### config.mk
export PLATFORM = sky130hd
export DESIGN_NAME = bcd_scan_counter
export DESIGN_NICKNAME = d
export VERILOG_FILES = /design/src/rtl/bcd_scan_counter.sv
export SDC_FILE = /design/constraint.sdc
export NUM_CORES = 1
export LEC_CHECK = 0
export BUFFER_PORTS_ARGS = -buffer_cell sky130_fd_sc_hd__buf_2
export CORE_AREA = 2 2 94 96
export CTS_CLUSTER_SIZE = 28
export DETAILED_ROUTE_END_ITERATION = 6
export DIE_AREA = 0 0 96 98
export GPL_ROUTABILITY_DRIVEN = 0
export MAX_ROUTING_LAYER = met4
export PLACE_DENSITY_LB_ADDON = 0.25
export SYNTH_ARGS = -nofsm -noshare
export SYNTH_HDL_FRONTEND = slang
export SYNTH_SLANG_ARGS = --single-unit
### constraint.sdc
create_clock -name clk -period 5.74 [get_ports clk]
set_input_delay 0.861 -clock clk [delete_from_list [all_inputs] [get_ports clk]]
set_output_delay 0.861 -clock clk [all_outputs]
set_load 0.005 [all_outputs]
### src/rtl/bcd_scan_counter.sv
// Four-digit BCD up/down counter with a free-running digit scanner.
// Outputs decode registered state only; wrap is a registered one-cycle pulse.
module bcd_scan_counter #(
    parameter int unsigned PRESCALE = 1000,
    parameter int unsigned SCAN_DIV = 250
) (
    input  logic       clk,
    input  logic       rst_n,
    input  logic       en,
    input  logic       up,
    input  logic       clear,
    output logic [3:0] digit,
    output logic [3:0] digit_sel,
    output logic       blank,
    output logic       wrap
);

    logic [3:0]  r_cnt [4];
    logic [15:0] r_presc;
    logic [15:0] r_scan_tmr;
    logic [1:0]  r_idx;
    logic        r_wrap;

    logic        w_tick;
    logic        w_scan_adv;
    logic        w_wraps;
    logic        w_blank;
    logic [3:0]  w_cnt_nxt [4];

    assign w_tick     = en && !clear && (r_presc == 16'(PRESCALE - 1));
    assign w_scan_adv = (r_scan_tmr == 16'(SCAN_DIV - 1));

    // Ripple a decimal carry/borrow upward; a carry out of the top digit means wrap.
    always_comb begin
        logic w_carry;
        w_carry = 1'b1;
        for (int unsigned i = 0; i < 4; i++) begin
            w_cnt_nxt[i] = r_cnt[i];
            if (w_carry) begin
                if (up) begin
                    if (r_cnt[i] == 4'd9) begin
                        w_cnt_nxt[i] = 4'd0;
                    end else begin
                        w_cnt_nxt[i] = r_cnt[i] + 4'd1;
                        w_carry      = 1'b0;
                    end
                end else begin
                    if (r_cnt[i] == 4'd0) begin
                        w_cnt_nxt[i] = 4'd9;
                    end else begin
                        w_cnt_nxt[i] = r_cnt[i] - 4'd1;
                        w_carry      = 1'b0;
                    end
                end
            end
        end
        w_wraps = w_carry;
    end

    always_ff @(posedge clk or negedge rst_n) begin
        if (!rst_n) begin
            for (int unsigned i = 0; i < 4; i++) r_cnt[i] <= '0;
            r_presc <= '0;
            r_wrap  <= 1'b0;
        end else if (clear) begin
            for (int unsigned i = 0; i < 4; i++) r_cnt[i] <= '0;
            r_presc <= '0;
            r_wrap  <= 1'b0;
        end else begin
            r_wrap <= w_tick && w_wraps;
            if (en) begin
                r_presc <= w_tick ? '0 : r_presc + 16'd1;
            end
            if (w_tick) begin
                for (int unsigned i = 0; i < 4; i++) r_cnt[i] <= w_cnt_nxt[i];
            end
        end
    end

    always_ff @(posedge clk or negedge rst_n) begin
        if (!rst_n) begin
            r_scan_tmr <= '0;
            r_idx      <= '0;
        end else if (w_scan_adv) begin
            r_scan_tmr <= '0;
            r_idx      <= r_idx + 2'd1;
        end else begin
            r_scan_tmr <= r_scan_tmr + 16'd1;
        end
    end

    // Blank when the selected digit and every digit above it are zero, except index 0.
    always_comb begin
        w_blank = (r_idx != 2'd0);
        for (int unsigned i = 0; i < 4; i++) begin
            if (i >= 32'(r_idx) && r_cnt[i] != 4'd0) w_blank = 1'b0;
        end
    end

    assign digit     = r_cnt[r_idx];
    assign digit_sel = 4'b0001 << r_idx;
    assign blank     = w_blank;
    assign wrap      = r_wrap;

endmodule

; ---- Word level (Yosys, flattened, before mapping)
; Cells that the tools add are included.
[op_classes]
add_sub_neg = 11
n_lt_le_gt_ge = 4
eq_ne = 6
shift = 1
muxes = 44
bitwise = 1
n_reduce_logical = 24
[op_table]
columns = operator, count
row1 = two-way mux 16 bit, 6
row2 = two-way mux 4 bit, 17
row3 = "adder 16 x 1 -> 16 bit, second input constant", 2
row4 = two-way mux 1 bit, 20
row5 = "adder 4 x 1 -> 4 bit, second input constant", 4
row6 = "equality test 16 x 10 -> 1 bit, second input constant", 1
row7 = "equality test 16 x 8 -> 1 bit, second input constant", 1
row8 = "equality test 4 bit, second input constant", 4
row9 = zero test 4 bit, 4
row10 = nonzero test 4 bit, 4
row11 = "subtractor 4 x 1 -> 4 bit, second input constant", 4
row12 = nonzero test 2 bit, 6
row13 = binary-select mux 4 bit (select 2 bit), 1
row14 = logical AND 1 bit, 6
row15 = AND reduction 2 bit, 3
row16 = ">= comparator 1 x 2 -> 1 bit, first input constant", 2
row17 = "left shift 1 x 2 -> 4 bit, first input constant", 1
row18 = ">= comparator 3 bit, second input constant", 1
row19 = inverter 2 -> 3 bit, 1
row20 = "adder 2 x 1 -> 2 bit, second input constant", 1
row21 = ">= comparator 2 bit, first input constant", 1
row22 = zero test 1 bit, 1
[word_totals]
register_bits = 51
in_bits = 5
elab_cells = 99

; ---- Depth between registers and ports, before layout
[logic_depth]
word_depth = 8
mapped_depth = 7
ltp_nobuf = 6

; ---- Worst setup path after synthesis
; OpenSTA, ideal clock, no wires.
[synth_timing]
kind = input -> register
startpoint = input up
endpoint = register r_cnt[11] in the netlist's numbering
arrival_time_ns = 2.187
t_required_ns = 5.618
slack_ns = 3.431
path_stages = 4
path_buffers = 0
path_cell_list = or3b_4 > a2111o_1 > a211o_1 > a32o_1
[synth_between]
elab_chain_cells = 4
elab_cells_between_ends = 7
[synth_rtl]
columns = item, line_no
row1 = start: declaration, 10  ; input logic up,
row2 = two-way mux 4 bit, 40  ; if (up) begin
row3 = two-way mux 4 bit, 39  ; if (w_carry) begin
row4 = two-way mux 16 bit, 74  ; if (w_tick) begin
row5 = two-way mux 16 bit, 65  ; end else if (clear) begin
row6 = end: declaration, 18  ; logic [3:0] r_cnt [4];
; Parallel ways exist; a longest one is shown, timed or not. The select of a mux whose other input is x is not followed.
; A chain may end at the register's enable or synchronous reset.

; ---- Final worst setup path
[layout_timing]
startpoint = register r_cnt[4] in the netlist's numbering
endpoint = output blank
[layout_between]
elab_chain_cells = 4
[layout_rtl]
columns = item, line_no
row1 = nonzero test 4 bit, 96  ; if (i >= 32'(r_idx) && r_cnt[i] != 4'd0) w_blank = 1'b0;
row2 = logical AND 1 bit, 96
row3 = two-way mux 1 bit (2 in a row), 96
row4 = end: declaration, 14  ; output logic blank,
; No other way between the ends.

==> impl_metrics.csv <==
group,metric,value,unit
die,core_area,8466,um^2
routing,first_iter_violations,180,
critical_path,timing.rr.end,"r_cnt[10]$_DFFE_PN0P_",
synth,synth_edf_count,0,
die,die_w,96,um
cts,cts_hold_buf,0,
critical_path,crit_path_max_incr_delay,520,ps
critical_path,crit_slowest_cell,"dfrtp_1",
cts,clockBufferDepth,2,
sta,tightestPinTransition,825.2,ps
routing,wl_per_cell,16.17,um
critical_path,start_kind,"flip-flop",
die,io_pins,15,
cells_and_area,finish.net_count,426,
synth,synthArstFlopShare,1.000,
cells_and_area,final_common_cell,"dfrtp_1",
routing,drc,0,
pwr,total_power,616.0,uW
critical_path,crit_path_max_fanout,10,
synth,yosys_warnings,0,
cells_and_area,diodes,0,
cts,cts_buffers,5,
critical_path,worst_r2r_path_depth,6,
global_routing,grt_use_total,0.1907,
global_routing,grt_pass1_vias,2902,
sta,slew_headroom,0.4440,
die,die_h,98,um
cells_and_area,stdcell_area,3890,um^2
cells_and_area,drive_gt1_frac,0.1050,
cts,cts_tree,"done",
pwr,p_leak,0.001536,uW
die,start_util,0.4313,
cts,cts.sink_count,51,
pwr,vdd_ir_drop_max,0.08804,mV
global_routing,antenna_found_initial,0,
pwr,switching_share,0.2400,
global_routing,grt_max_degree,52,
cells_and_area,layout_common_cells,"dfrtp_1 (51), nor2_1 (35), nand2_1 (22), ha_1 (22), xnor2_1 (20)",
sta,hold_viol,0,
critical_path,crit_type,"reg -> out",
die,die_area,9408,um^2
pwr,p_clk_frac,0.357,
cts,clkLatencyLatePin,310,ps
synth,syn_area,3651,um^2
critical_path,r2r-start,"r_cnt[12]$_DFFE_PN0P_",
sta,slew_violations,0,
critical_path,arrival,1950,ps
sta,fin_skew,8.364,ps
synth,synth_ff_type,"dfrtp_1",
critical_path,crit_required,4880,ps
critical_path,crit_chain,"inv_1 -> ha_1 -> nor3b_1 -> o221a_2 -> buf_2",
sta,finalCritPeriodShare,0.4901,
sta,fmax,355.5,MHz
placed_design,hpwl,5853,um
routing,vias_per_cell,5.913,
min_path,min_path_type,"reg -> reg",
min_path,hp-start,"r_scan_tmr[15]$_DFF_PN0_",
global_routing,grt_pass1_wl,14110,um
pwr,cellPowerDensity,158.4,nW/um^2
cells_and_area,postLayoutCoreUtil,0.4595,
pwr,p_seq_frac,0.587,
cts,post-cts-setup-buffer-count,0,
critical_path,cp-end-kind,"primary output",
pwr,p_switching,147.9,uW
routing,vias,3004,
status,outcome,"finished, final reports clean",
synth,postSynthNetCount,424,
cts,cts.clk_slew.worst_paths,90,ps
sta,rsz0062_at_grt,"no",
routing,postRouteAntennaNets,0,
sta,post-route-min-period,2813,ps
routing,dr.pass1.iters,5,
routing,wl,8214,um
placed_design,dp_worst_setup_slack,2494,ps
sta,setup_tns,0,ps
min_path,hold_depth,1,
die,rows,34,
synth,synth_cell_types,60,
synth,ys_ff_latch,51,
synth,synthCells,397,
placed_design,postPlaceCellArea,3786,um^2
pwr,power_frac_comb,0.056,
cts,cts_root_buf,"clkbuf_8",
synth,ys_seq_area_frac,0.3496,
sta,setup_viol,0,
synth,syn_area_per_cell,9.196,um^2
cells_and_area,area_growth,6.546,%
global_routing,grt-ovfl-total,0,
sta,fin_ws,2927,ps
min_path,min_to,"r_scan_tmr[15]$_DFF_PN0_",
job,maxCapViolations,0,
pwr,intPower,468.1,uW
critical_path,reg2reg_slack,3200,ps
cts,htree_levels,2,
cts,cts_resized,0,
placed_design,io_buffer_count,14,
[worst max-delay path: cells and delay by family (launching register included)]
kind,cells,cell delay [ps]
AND/OR/NAND/NOR,1,380
buffers and inverters,2,230
AO/OA/AOI/OAI,1,260
flip-flops,1,520
adder cells (fa/ha/maj),1,260
[Yosys cell counts, types with 3 or more instances]
master | n | area share
a211oi_1 | 4 | 0.0082
a21oi_1 | 15 | 0.021
a221o_1 | 3 | 0.0082
a31oi_1 | 4 | 0.0069
and2_1 | 4 | 0.0069
and3_1 | 6 | 0.010
and4_1 | 8 | 0.019
buf_1 | 4 | 0.0041
clkbuf_1 | 16 | 0.016
dfrtp_1 | 51 | 0.35
ha_1 | 22 | 0.075
inv_1 | 18 | 0.019
mux2_2 | 3 | 0.0093
mux2i_1 | 6 | 0.016
mux4_2 | 5 | 0.031
nand2_1 | 22 | 0.023
nand2b_1 | 9 | 0.015
nand3_1 | 19 | 0.026
nand4_1 | 12 | 0.021
nor2_1 | 35 | 0.036
nor2b_1 | 8 | 0.014
nor3_1 | 8 | 0.011
nor3b_1 | 4 | 0.0082
nor4_1 | 5 | 0.0086
nor4b_1 | 3 | 0.0072
o2111ai_1 | 3 | 0.0072
o211ai_1 | 3 | 0.0062
o21ai_0 | 18 | 0.025
o311ai_0 | 3 | 0.0072
o31ai_1 | 5 | 0.010
or3_1 | 3 | 0.0051
xnor2_1 | 20 | 0.048
xor2_1 | 7 | 0.017
[cell families (layout without fill, tap and decap cells)]
logic type / count (synthesis) / after routing / share of synthesized area
multiplexers: 14 / 14 / 0.05655
AND/OR/NAND/NOR: 160 / 160 / 0.2481
AO/OA/AOI/OAI: 83 / 83 / 0.1638
buffers and inverters: 40 / 43 / 0.04181
adder cells (fa/ha/maj): 22 / 22 / 0.07539
XOR/XNOR: 27 / 27 / 0.06477
flip-flops: 51 / 51 / 0.3496
[worst max-delay path by stage]
stage	start	to	slack [ps]
2_1_floorplan	up	r_cnt[11]$_DFFE_PN0P_	3430
3_3_place_gp	clear	r_cnt[14]$_DFFE_PN0P_	2560
3_5_place_dp	clear	r_cnt[14]$_DFFE_PN0P_	2490
4_1_cts	clear	r_cnt[14]$_DFFE_PN0P_	2820
5_1_grt	clear	r_presc[9]$_DFFE_PN0P_	2780
6_report	r_cnt[4]$_DFFE_PN0P_	blank	2930
[power by group through the flow]
stage	sequential, uW	combinational (uW)	clock [uW]
3_3_place_gp	369	34.7	0
2_1_floorplan	368	21.8	0
3_5_place_dp	369	34.8	0
6_report	362	34.7	220
5_1_grt	362	39.7	244
4_1_cts	362	35.0	232
[layer usage]
layer | routed length [um] | GRT usage | vias up
li1 | - | - | 1473
met1 | 3897 | 0.2693 | 1460
met2 | 3860 | 0.2938 | 66
met3 | 394 | 0.02701 | 5
met4 | 61 | 0.03736 | 0
met5 | 0 | - | -
[final cells by class]
class	instances	area (um^2)
repair buffers	17	90.09
well taps	108	135.1
clock buffers	6	82.58
multi-input cells	306	2222
clock inverters	2	16.27
fillers	819	4576
flip-flops and latches	51	1276
inverters	18	67.56
[state kept, by name, summed over array words and instances (netlist names)]
| register | count |
|---|---|
| r_cnt | 16 |
| r_idx | 2 |
| r_presc | 16 |
| r_scan_tmr | 16 |
| wrap | 1 |
[metrics by stage]
stage / hold WS [ps] / cells
6_report: 483.4 / 508
5_1_grt: 510.3 / 508
4_1_cts: 484.7 / 507
3_5_place_dp: 471.3 / 499
3_3_place_gp: 467.9 / 499
2_1_floorplan: 446.7 / 397
(Power assumes the default switching activity.)
